[src/rtl/gen_gamma_encoder.sv]
// ---------------------------------------------------------------------------
// gen_gamma_encoder
//
// Gamma (additive-noise) encoder. A Galois LFSR produces a SIZE-bit noise
// key; every accepted plaintext word is added to the key of its own slot,
// and the carry is kept in a SIZE+1-bit mix word. The matching decoder
// subtracts noise_key from mix_data to get the plaintext back exactly.
//
// Two-stage valid/ready pipeline:
//   stage 1 : captures the plaintext word and the current LFSR key
//   stage 2 : output registers holding mix_data / noise_key
// Throughput is one word per clock while out_ready stays high.
//
// Optional build macro:
//   GEN_GAMMA_PARITY_EN - adds the mix_parity output, the XOR of all
//                         mix_data bits, registered alongside mix_data.
//
// Ports:
//   clk        in   1       clock, rising edge
//   res_n      in   1       asynchronous active-low reset
//   orig_data  in   SIZE    plaintext word
//   in_valid   in   1       orig_data valid
//   in_ready   out  1       encoder can accept a word
//   seed       in   SIZE    new LFSR seed
//   seed_load  in   1       load seed into the LFSR this cycle
//   mix_data   out  SIZE+1  orig + key, carry kept
//   noise_key  out  SIZE    key used for this mix_data word
//   out_valid  out  1       mix_data / noise_key valid
//   out_ready  in   1       downstream accepts the word
//   mix_parity out  1       (GEN_GAMMA_PARITY_EN only) ^mix_data
// ---------------------------------------------------------------------------
module gen_gamma_encoder #(
    parameter int              SIZE = 8,
    parameter logic [SIZE-1:0] POLY = 8'hB8,
    parameter logic [SIZE-1:0] SEED = 8'h01
) (
    input  logic            clk,
    input  logic            res_n,
    input  logic [SIZE-1:0] orig_data,
    input  logic            in_valid,
    output logic            in_ready,
    input  logic [SIZE-1:0] seed,
    input  logic            seed_load,
    output logic [SIZE:0]   mix_data,
    output logic [SIZE-1:0] noise_key,
    output logic            out_valid,
`ifdef GEN_GAMMA_PARITY_EN
    output logic            mix_parity,
`endif
    input  logic            out_ready
);

    // One Galois shift: feedback mask is applied when the bit shifted out is 1.
    function automatic logic [SIZE-1:0] lfsr_step(input logic [SIZE-1:0] cur);
        logic [SIZE-1:0] sh;
        sh = cur >> 1;
        return cur[0] ? (sh ^ POLY) : sh;
    endfunction

    // A zero seed would lock the LFSR up, so it is replaced by 1.
    function automatic logic [SIZE-1:0] seed_fix(input logic [SIZE-1:0] s);
        return (s == '0) ? SIZE'(1) : s;
    endfunction

    // Widen both operands first so the carry lands in the top bit.
    function automatic logic [SIZE:0] mix_add(input logic [SIZE-1:0] d,
                                              input logic [SIZE-1:0] k);
        return {1'b0, d} + {1'b0, k};
    endfunction

    logic [SIZE-1:0] lfsr_q;

    logic [SIZE-1:0] data_p1;
    logic [SIZE-1:0] key_p1;
    logic            vld_p1;

    logic [SIZE:0]   mix_p2;
    logic [SIZE-1:0] key_p2;
    logic            vld_p2;

    logic            load_p2;
    logic            accept;

    assign load_p2  = !vld_p2 || out_ready;
    assign in_ready = !vld_p1 || load_p2;
    assign accept   = in_valid && in_ready;

    // Key generator: advances only on an accepted word; a seed load wins.
    always_ff @(posedge clk or negedge res_n) begin
        if (!res_n) begin
            lfsr_q <= SEED;
        end else if (seed_load) begin
            lfsr_q <= seed_fix(seed);
        end else if (accept) begin
            lfsr_q <= lfsr_step(lfsr_q);
        end
    end

    // ---- stage 1 : capture plaintext and the key of its slot ----
    always_ff @(posedge clk or negedge res_n) begin
        if (!res_n) begin
            vld_p1 <= 1'b0;
        end else if (accept) begin
            vld_p1 <= 1'b1;
        end else if (load_p2) begin
            vld_p1 <= 1'b0;
        end
    end

    always_ff @(posedge clk) begin
        if (accept) begin
            data_p1 <= orig_data;
            key_p1  <= lfsr_q;
        end
    end

    // ---- stage 2 : output registers, updated only when they move ----
    always_ff @(posedge clk or negedge res_n) begin
        if (!res_n) begin
            vld_p2 <= 1'b0;
            mix_p2 <= '0;
            key_p2 <= '0;
        end else if (load_p2) begin
            vld_p2 <= vld_p1;
            if (vld_p1) begin
                mix_p2 <= mix_add(data_p1, key_p1);
                key_p2 <= key_p1;
            end
        end
    end

`ifdef GEN_GAMMA_PARITY_EN
    logic par_p2;

    always_ff @(posedge clk or negedge res_n) begin
        if (!res_n) begin
            par_p2 <= 1'b0;
        end else if (load_p2 && vld_p1) begin
            par_p2 <= ^mix_add(data_p1, key_p1);
        end
    end

    assign mix_parity = par_p2;
`endif

    assign mix_data  = mix_p2;
    assign noise_key = key_p2;
    assign out_valid = vld_p2;

endmodule
[config.mk]
export PLATFORM = sky130hd
export DESIGN_NAME = gen_gamma_encoder
export DESIGN_NICKNAME = d
export VERILOG_FILES = /design/src/rtl/gen_gamma_encoder.sv
export SDC_FILE = /design/constraint.sdc
export NUM_CORES = 1
export LEC_CHECK = 0
export ABC_AREA = 1
export BUFFER_PORTS_ARGS = -buffer_cell sky130_fd_sc_hd__clkbuf_2
export CAP_MARGIN = 20
export CORE_ASPECT_RATIO = 1.5
export CORE_UTILIZATION = 38
export CTS_BUF_LIST = sky130_fd_sc_hd__clkbuf_4 sky130_fd_sc_hd__clkbuf_8
export DETAILED_ROUTE_END_ITERATION = 10
export PLACE_DENSITY = 0.67
export SLEW_MARGIN = 20
export SYNTH_ARGS = -nofsm -noshare
export SYNTH_HDL_FRONTEND = slang
export SYNTH_SLANG_ARGS = --single-unit
[constraint.sdc]
create_clock -name clk -period 4.6 [get_ports clk]
set_input_delay 0.23 -clock clk [delete_from_list [all_inputs] [get_ports clk]]
set_output_delay 0.23 -clock clk [all_outputs]
set_load 0.03 [all_outputs]
==> metrics.txt, run 1 <==
# TYPE chip_impl_metric gauge
chip_impl_info{name="rsz_0062_raised_after_global_routing",value="false"} 1
chip_impl_metric{name="synth.yosys.seq_area_share",unit="%"} 55.9
chip_impl_metric{name="power.ir.vdd_worst",unit="mV"} 0.197
chip_impl_metric{name="dieHeight",unit="microns"} 92.4
chip_impl_metric{name="drt-total-wl",unit="microns"} 3540
chip_impl_metric{name="ys_seq_elements",unit=""} 43
chip_impl_metric{name="final.fill_count",unit=""} 510
chip_impl_metric{name="yosysWarnings",unit=""} 0
chip_impl_metric{name="drv_slew",unit=""} 0
chip_impl_info{name="status",value="complete, no violations"} 1
chip_impl_info{name="post_synth_most_frequent_cells",value="66 x sky130_fd_sc_hd__nand2_1, 26 x sky130_fd_sc_hd__dfrtp_1, 16 x sky130_fd_sc_hd__edfxtp_1, 14 x sky130_fd_sc_hd__inv_1, 12 x sky130_fd_sc_hd__nand2_2"} 1
chip_impl_info{name="yosysTopAreaCell",value="sky130_fd_sc_hd__dfrtp_1"} 1
chip_impl_metric{name="clock_period_minus_final_worst_setup_slack",unit="ps"} 1660
chip_impl_metric{name="area_of_the_die",unit="sq um"} 5760
chip_impl_metric{name="drt_iter0_markers",unit=""} 33
chip_impl_metric{name="count_of_flip_flops_with_a_built_in_enable_after_synthesis",unit=""} 16
chip_impl_metric{name="clk-insertion-delay-late",unit="ps"} 300
chip_impl_metric{name="yosys.cell_types.count",unit=""} 32
chip_impl_metric{name="numCtsBuffers",unit=""} 5
chip_impl_info{name="synthTopCellsByArea",value="sky130_fd_sc_hd__dfrtp_1 31%, sky130_fd_sc_hd__edfxtp_1 23%, sky130_fd_sc_hd__nand2_1 12%"} 1
chip_impl_metric{name="overflow_after_grt",unit=""} 0
chip_impl_metric{name="multi_input_area",unit="sq um"} 785
chip_impl_info{name="end_kind",value="flop"} 1
chip_impl_metric{name="grt_first_pass_wirelength",unit="microns"} 6380
chip_impl_metric{name="worstPathMaxFanout",unit=""} 3
chip_impl_metric{name="antenna_cells",unit=""} 0
chip_impl_metric{name="max_cap_violations",unit=""} 0
chip_impl_metric{name="post_synth_arst_share",unit="%"} 62.8
chip_impl_info{name="cts.root.buffer_cell",value="sky130_fd_sc_hd__clkbuf_8"} 1
chip_impl_metric{name="timing.clock.skew",unit="ps"} 4.51
chip_impl_metric{name="area_added_between_synthesis_and_finish",unit="%"} 17.3
chip_impl_metric{name="clk_slew_on_worst_s_h_paths",unit="ps"} 80
chip_impl_metric{name="h-tree-depth",unit=""} 2
chip_impl_metric{name="start_util",unit="%"} 39.8
chip_impl_metric{name="io_pins",unit=""} 40
chip_impl_metric{name="maxClockFrequency",unit="GHz"} 0.604
chip_impl_metric{name="cellLeakagePower",unit="nW"} 1.20
chip_impl_metric{name="timing.slew.headroom",unit="%"} 54.0
chip_impl_metric{name="quantity_of_gates_resized_following_cts",unit=""} 0
chip_impl_metric{name="floorplan.rows",unit=""} 32
chip_impl_metric{name="core_area",unit="sq um"} 5200
chip_impl_metric{name="die_w",unit="microns"} 62.3
chip_impl_metric{name="vias_in_the_first_global_route",unit=""} 1468
chip_impl_metric{name="setup_viol",unit=""} 0
chip_impl_metric{name="remaining_drc_errors",unit=""} 0
chip_impl_metric{name="post_synth_instance_area",unit="sq um"} 2070
chip_impl_metric{name="synth_largest_type_area_fraction",unit="%"} 31.4
chip_impl_metric{name="synth_instances",unit=""} 207
chip_impl_metric{name="regArea",unit="sq um"} 1160
chip_impl_info{name="synth_ff_type",value="sky130_fd_sc_hd__dfrtp_1"} 1
chip_impl_metric{name="grt_use_total",unit="%"} 14.4
chip_impl_metric{name="layout_setup_ws",unit="ps"} 2940
chip_impl_metric{name="pwr_density_cell",unit="nW/um^2"} 496
chip_impl_info{name="synthMostInstantiatedCell",value="sky130_fd_sc_hd__nand2_1"} 1
chip_impl_info{name="setup.worst_path.class",value="reg -> reg"} 1
chip_impl_metric{name="cp.required",unit="ps"} 4840
chip_impl_metric{name="pre_cts_slack",unit="ps"} 2960
chip_impl_metric{name="synth.net_count",unit=""} 237
chip_impl_info{name="cts_tree",value="yes"} 1
chip_impl_info{name="start_kind",value="flop"} 1
chip_impl_metric{name="io_buffers",unit=""} 39
chip_impl_info{name="holdCritPathClass",value="in -> reg"} 1
chip_impl_metric{name="finalNetCount",unit=""} 279
chip_impl_metric{name="max-clock-path-buffers",unit=""} 2
chip_impl_metric{name="synth_area_per_cell",unit="sq um"} 10.0
chip_impl_metric{name="cts_num_sinks",unit=""} 43
chip_impl_metric{name="worst_slew_pin_slew",unit="ps"} 689
chip_impl_metric{name="ant_nets",unit=""} 0
chip_impl_metric{name="largest_net_degree_at_the_start_of_global_routing",unit=""} 28
chip_impl_metric{name="wl_per_cell",unit="microns"} 11.1
chip_impl_metric{name="crit_arrival",unit="ps"} 1890
chip_impl_metric{name="drt-pass1-iter-count",unit=""} 4
chip_impl_metric{name="final_weighted_congestion_of_routability_driven_global_placement",unit=""} 0.723
chip_impl_metric{name="hold_violations",unit=""} 0
chip_impl_metric{name="final.setup.tns",unit="ps"} 0
chip_impl_metric{name="route.vias.total",unit=""} 1442
chip_impl_metric{name="initial_antenna_violation_count",unit=""} 0
chip_impl_metric{name="post_route_fraction_of_the_period_consumed_by_the_critical_path",unit="%"} 36.0
chip_impl_metric{name="layout-drive-gt1-share",unit="%"} 29.6
chip_impl_metric{name="post_drt_via_cell_ratio",unit=""} 4.53
chip_impl_metric{name="post_detail_place_hpwl",unit="microns"} 2670
==> metal layers <==
metal / routed length, microns / share of wire, % / GRT usage, % / up-vias
li1: - / - / - / 763
met1: 1430 / 40 / 15.3 / 644
met2: 1860 / 53 / 25.5 / 28
met3: 158 / 4.5 / 3.57 / 7
met4: 90 / 2.5 / 8.14 / 0
met5: 0 / 0 / 0 / -
==> logic make-up (layout without fill, tap and decap cells) <==
group,Yosys count,in the layout,share of synthesized area [%]
flops,43,43,55.9
fa+ha+maj,9,9,5.80
buf+inv,24,67,6.28
xor+xnor,1,1,0.423
compound gates,25,25,7.91
simple gates,105,105,23.7
==> area by class of cell <==
type,instances,area share (%)
sequential,43,47.6
multi-input combinational,140,32.3
timing repair buffer,40,8.44
tap,68,3.50
clock buffer,6,3.40
inverter,19,3.14
clock inverter,2,1.60
==> worst max-delay path, stage by stage, from the launching register on <==
cell	delay (ps)
sky130_fd_sc_hd__edfxtp_1	400
sky130_fd_sc_hd__ha_1	230
sky130_fd_sc_hd__fa_1	410
sky130_fd_sc_hd__nand2_1	90
sky130_fd_sc_hd__nand2_1	80
sky130_fd_sc_hd__nand3b_1	120
sky130_fd_sc_hd__nand2_1	80
sky130_fd_sc_hd__nand2_1	70
sky130_fd_sc_hd__nand3_1	60
sky130_fd_sc_hd__nand2_1	60
==> power breakdown <==
group / leakage [nW] / internal (W) / total (W) / switching, W
clock: 0.0618 / 0.000179 / 0.000313 / 0.000135
sequential: 0.478 / 0.000480 / 0.000530 / 0.0000496
combinational: 0.662 / 0.000115 / 0.000362 / 0.000247
==> state kept, by name (all words and copies together) (netlist names) <==
signal,cells
data_p1,8
key_p1,8
lfsr_q,8
mix_data,9
noise_key,8
out_valid,1
vld_p1,1
==> through the flow <==
stage               utilization, %  hold slack (ps)  cell area (sq um)  total power (W)  std cells
floorplan                        -            -65.6               2070         0.000813        207
global placement              44.2              320               2300         0.000902        309
detailed placement            44.2              316               2300         0.000908        309
CTS                           46.7             93.3               2430          0.00122        318
global route                  46.7             89.2               2430          0.00128        318
finish                        46.7              102               2430          0.00121        318
==> worst paths after layout <==
| kind | startpoint | end | slack [ps] | depth (start not counted) |
|---|---|---|---|---|
| setup / recovery | key_p1[0] | mix_data[6] | 2940 | 9 |
| hold / removal | orig_data[4] | data_p1[4] | 100 | 1 |
| setup reg to reg | key_p1[0] | mix_data[6] | 2940 | 9 |
| hold reg to reg | lfsr_q[3] | key_p1[3] | 460 | 0 |
| max in group asynchronous | res_n | noise_key[4] | 3660 | 2 |
| min in group asynchronous | res_n | noise_key[6] | 500 | 2 |
==> repair_timing <==
action,4_1_cts,5_1_grt
setup buffers,0,0
hold buffers,1,0
hold endpoints to repair,26,0
==> cells in the final DEF, fill, tap and decap left out, types with 2 or more instances in the layout <==
cell type,n
sky130_fd_sc_hd__nand3_2,2
sky130_fd_sc_hd__nand2_4,2
sky130_fd_sc_hd__nand2_1,66
sky130_fd_sc_hd__inv_1,14
sky130_fd_sc_hd__a31oi_1,3
sky130_fd_sc_hd__clkbuf_2,39
sky130_fd_sc_hd__dfrtp_1,26
sky130_fd_sc_hd__nand2_2,12
sky130_fd_sc_hd__edfxtp_1,16
sky130_fd_sc_hd__clkbuf_8,6
sky130_fd_sc_hd__nor2_1,9
sky130_fd_sc_hd__nand3_1,10
sky130_fd_sc_hd__ha_1,8
sky130_fd_sc_hd__a21oi_1,8
sky130_fd_sc_hd__o21ai_1,6
sky130_fd_sc_hd__inv_2,3
sky130_fd_sc_hd__inv_4,2
sky130_fd_sc_hd__o211ai_1,3
Note: power is estimated with default switching activity, not from simulation.
==> run 2: changes to the inputs <==
- ABC_AREA: 1 -> 0
- PLACE_DENSITY: 0.67 -> 0.68
- clock period: 4.6 -> 1.7 ns (I/O delays scaled with it)
==> run 2 against run 1 <==
Effect of this change:
- the run now ends with negative setup slack left
- clock power increased by 110%
- critical path depth decreased by 3
- maximum frequency decreased by 7.3%
- flip-flop and latch count unchanged
- wire length increased by 9.1%
- sequential power increased to 2.5 times the previous value
- combinational power increased by 130%
==> metrics.txt, run 2 <==
# TYPE chip_impl_metric gauge
chip_impl_metric{name="count_of_flip_flops_with_a_built_in_enable_after_synthesis",unit=""} 16
chip_impl_metric{name="ant_nets",unit=""} 0
chip_impl_info{name="synth_ff_type",value="sky130_fd_sc_hd__dfrtp_1"} 1
chip_impl_metric{name="die_w",unit="microns"} 60.5
chip_impl_info{name="end_kind",value="flop"} 1
chip_impl_metric{name="final_util",unit="%"} 52.2
chip_impl_metric{name="whs_path_depth",unit=""} 3
chip_impl_metric{name="cp.required",unit="ps"} 1880
chip_impl_metric{name="cts_num_sinks",unit=""} 43
chip_impl_metric{name="post_synth_instance_area",unit="sq um"} 1950
chip_impl_metric{name="hold_violations",unit=""} 0
chip_impl_metric{name="drt-pass1-iter-count",unit=""} 4
chip_impl_metric{name="layout-drive-gt1-share",unit="%"} 39.1
chip_impl_metric{name="finalNetCount",unit=""} 244
chip_impl_metric{name="clock_period_minus_final_worst_setup_slack",unit="ps"} 1790
chip_impl_metric{name="area_of_the_die",unit="sq um"} 5440
chip_impl_info{name="whs_endpoint",value="lfsr_q[6]"} 1
chip_impl_info{name="timing.hold.worst.start",value="seed[6]"} 1
chip_impl_info{name="setup.worst_path.class",value="reg -> reg"} 1
chip_impl_info{name="final_cell_mix",value="39 x sky130_fd_sc_hd__clkbuf_2, 25 x sky130_fd_sc_hd__dfrtp_1, 17 x sky130_fd_sc_hd__o21ai_0"} 1
chip_impl_metric{name="worst_hold_slack",unit="ps"} 12.9
chip_impl_metric{name="max-clock-path-buffers",unit=""} 2
chip_impl_metric{name="ys_seq_elements",unit=""} 43
chip_impl_metric{name="clk-insertion-delay-late",unit="ps"} 290
chip_impl_metric{name="synth_area_per_cell",unit="sq um"} 13.0
chip_impl_metric{name="h-tree-depth",unit=""} 2
chip_impl_metric{name="final.fill_count",unit=""} 449
chip_impl_metric{name="start_util",unit="%"} 40.0
chip_impl_metric{name="fin_cells",unit=""} 281
chip_impl_metric{name="setup_viol",unit=""} 2
chip_impl_metric{name="crit_arrival",unit="ps"} 1970
chip_impl_metric{name="post_drt_via_cell_ratio",unit=""} 4.97
chip_impl_metric{name="post_detail_place_hpwl",unit="microns"} 2730
chip_impl_info{name="crit-reg2reg-capture",value="mix_data[8]"} 1
chip_impl_metric{name="core_area",unit="sq um"} 4890
chip_impl_metric{name="drt_iter0_markers",unit=""} 74
chip_impl_metric{name="vias_in_the_first_global_route",unit=""} 1433
chip_impl_metric{name="drv_slew",unit=""} 0
chip_impl_metric{name="synth_instances",unit=""} 150
chip_impl_metric{name="compound_gate_fraction_of_synth_area",unit="%"} 11.3
chip_impl_metric{name="placedInstanceArea",unit="sq um"} 2300
chip_impl_metric{name="largest_net_degree_at_the_start_of_global_routing",unit=""} 28
chip_impl_metric{name="dieHeight",unit="microns"} 89.8
chip_impl_info{name="holdCritPathClass",value="in -> reg"} 1
chip_impl_info{name="post_synth_most_frequent_cells",value="26 x sky130_fd_sc_hd__dfrtp_1, 18 x sky130_fd_sc_hd__o21ai_0, 16 x sky130_fd_sc_hd__edfxtp_1, 13 x sky130_fd_sc_hd__nand2_1, 10 x sky130_fd_sc_hd__mux2_2"} 1
chip_impl_metric{name="drt-total-wl",unit="microns"} 3870
chip_impl_metric{name="io_pins",unit=""} 40
chip_impl_metric{name="max_cap_violations",unit=""} 0
chip_impl_metric{name="timing.clock.skew",unit="ps"} 8.44
chip_impl_metric{name="route.vias.total",unit=""} 1396
chip_impl_metric{name="antenna_cells",unit=""} 0
chip_impl_info{name="synthTopCellsByArea",value="sky130_fd_sc_hd__dfrtp_1 33%, sky130_fd_sc_hd__edfxtp_1 25%, sky130_fd_sc_hd__mux2_2 5.8%"} 1
chip_impl_info{name="mostFrequentLayoutCell",value="sky130_fd_sc_hd__clkbuf_2"} 1
chip_impl_metric{name="timing.slew.headroom",unit="%"} 53.3
chip_impl_metric{name="layout_setup_ws",unit="ps"} -85.5
chip_impl_metric{name="final_weighted_congestion_of_routability_driven_global_placement",unit=""} 0.813
chip_impl_metric{name="flip_flop_count_of_the_largest_register_after_layout",unit=""} 9
chip_impl_metric{name="cellLeakagePower",unit="nW"} 1.12
chip_impl_metric{name="maxClockFrequency",unit="GHz"} 0.560
chip_impl_info{name="cts_tree",value="yes"} 1
chip_impl_metric{name="numCtsBuffers",unit=""} 5
chip_impl_metric{name="synth.yosys.seq_area_share",unit="%"} 59.3
chip_impl_metric{name="regArea",unit="sq um"} 1160
chip_impl_metric{name="grt_use_total",unit="%"} 15.8
chip_impl_metric{name="share_of_synthesized_cell_area_in_full_adder_half_adder_and_majority_cells",unit="%"} 6.15
chip_impl_metric{name="worst_slew_pin_slew",unit="ps"} 701
chip_impl_metric{name="synth_largest_type_area_fraction",unit="%"} 33.3
chip_impl_metric{name="power.ir.vdd_worst",unit="mV"} 0.582
chip_impl_metric{name="multi_input_area",unit="sq um"} 833
chip_impl_info{name="timing.rr.start",value="key_p1[0]"} 1
chip_impl_info{name="synthMostInstantiatedCell",value="sky130_fd_sc_hd__dfrtp_1"} 1
chip_impl_metric{name="grt_first_pass_wirelength",unit="microns"} 6350
chip_impl_metric{name="wl_per_cell",unit="microns"} 13.8
chip_impl_metric{name="dp.cells",unit=""} 261
chip_impl_info{name="cts.root.buffer_cell",value="sky130_fd_sc_hd__clkbuf_8"} 1
chip_impl_metric{name="simple_gate_fraction_of_synth_area",unit="%"} 9.55
chip_impl_metric{name="remaining_drc_errors",unit=""} 0
chip_impl_info{name="rsz_0062_raised_after_global_routing",value="true"} 1
chip_impl_metric{name="finalInstanceArea",unit="sq um"} 2550
chip_impl_metric{name="overflow_after_grt",unit=""} 0
chip_impl_info{name="violations_in_the_final_reports",value="negative setup slack"} 1
chip_impl_info{name="synth_top_family_by_area",value="compound AO/OA/AOI/OAI gates"} 1
chip_impl_metric{name="power",unit="W"} 0.00284
chip_impl_metric{name="r2r_setup_slack",unit="ps"} -90
chip_impl_info{name="status",value="finished with violations"} 1
chip_impl_metric{name="yosys.cell_types.count",unit=""} 42
chip_impl_metric{name="area_added_between_synthesis_and_finish",unit="%"} 30.5
chip_impl_metric{name="worst_r2r_path_depth",unit=""} 6
chip_impl_info{name="yosysTopAreaCell",value="sky130_fd_sc_hd__dfrtp_1"} 1
chip_impl_metric{name="io_buffers",unit=""} 39
chip_impl_metric{name="synth.area.mux_share",unit="%"} 9.87
chip_impl_metric{name="worstPathMaxFanout",unit=""} 3
chip_impl_metric{name="fraction_of_synthesized_cell_area_in_xor_and_xnor_cells",unit="%"} 2.69
chip_impl_metric{name="yosysWarnings",unit=""} 0
chip_impl_metric{name="floorplan.rows",unit=""} 31
chip_impl_metric{name="post_synth_arst_share",unit="%"} 62.8
chip_impl_metric{name="initial_antenna_violation_count",unit=""} 0
chip_impl_metric{name="clk_slew_on_worst_s_h_paths",unit="ps"} 80
chip_impl_metric{name="post_route_fraction_of_the_period_consumed_by_the_critical_path",unit="%"} 105
chip_impl_metric{name="pwr_density_cell",unit="nW/um^2"} 1110
chip_impl_metric{name="synth.net_count",unit=""} 180
chip_impl_info{name="start_kind",value="flop"} 1
-- run 2: repair_timing --
item | CTS | global route
hold endpoints to repair | 34 | 0
hold buffers | 9 | 0
cloned | 0 | 0
pin swaps | 5 | 2
buffers inserted | 3 | 0
endpoints found under the setup margin | 4 | 5
gates resized for setup | 2 | 5
-- run 2: cells by family (layout without fill, tap and decap cells) --
logic type	Yosys count	count (layout)
muxes	18	18
and+or+nand+nor	35	35
buffers and inverters	5	70
adders and majority gates	9	9
AOI/OAI and AO/OA	34	34
DFF	43	43
xor gates and xnor gates	6	6
-- run 2: layout make-up --
class                      instances  area share (%)
sequential                        43            45.5
multi-input combinational        102            32.7
timing repair buffer              59            14.4
clock buffer                       8            3.58
tap                               66            3.24
inverter                           3           0.589
-- run 2: worst max-delay path, stage by stage, from the launching register on --
cell and delay (ps):
sky130_fd_sc_hd__edfxtp_1 440, sky130_fd_sc_hd__ha_4 200, sky130_fd_sc_hd__fa_2 390, sky130_fd_sc_hd__a211oi_2 220, sky130_fd_sc_hd__o21a_1 140, sky130_fd_sc_hd__nor2_1 60, sky130_fd_sc_hd__o31a_1 240
-- run 2: metrics by stage --
step                      worst slack, ps  TNS [ps]
after detailed placement             -107      -303
after global placement              -39.8     -99.9
final                               -85.5      -160
after global routing                 -190      -600
after CTS                            -103      -194
after floorplan                     -3.19     -51.1
-- run 2: where the power goes --
part           total [W]  internal (W)  switching, W  leakage, nW
Sequential       0.00135       0.00125      0.000101        0.474
Clock           0.000662      0.000340      0.000322       0.0498
Combinational   0.000827      0.000338      0.000489        0.597
-- run 2: metal layers --
metal	GRT usage (%)	routed length, microns	part of all wire, %
met1	18.2	1570	41
met2	27.2	2100	54
met3	3.02	121	3.1
met4	7.01	74	1.9
met5	0	0	0
-- run 2: worst max-delay path by stage --
| stage | slack [ps] | endpoint | from | depth (start not counted) |
|---|---|---|---|---|
| 2_1_floorplan | -3 | data_p1[0] | out_valid | 3 |
| 3_3_place_gp | -40 | mix_data[6] | key_p1[0] | 6 |
| 3_5_place_dp | -110 | mix_data[8] | key_p1[0] | 6 |
| 4_1_cts | -100 | mix_data[8] | key_p1[0] | 6 |
| 5_1_grt | -190 | mix_data[8] | key_p1[0] | 6 |
| 6_report | -90 | mix_data[8] | key_p1[0] | 6 |
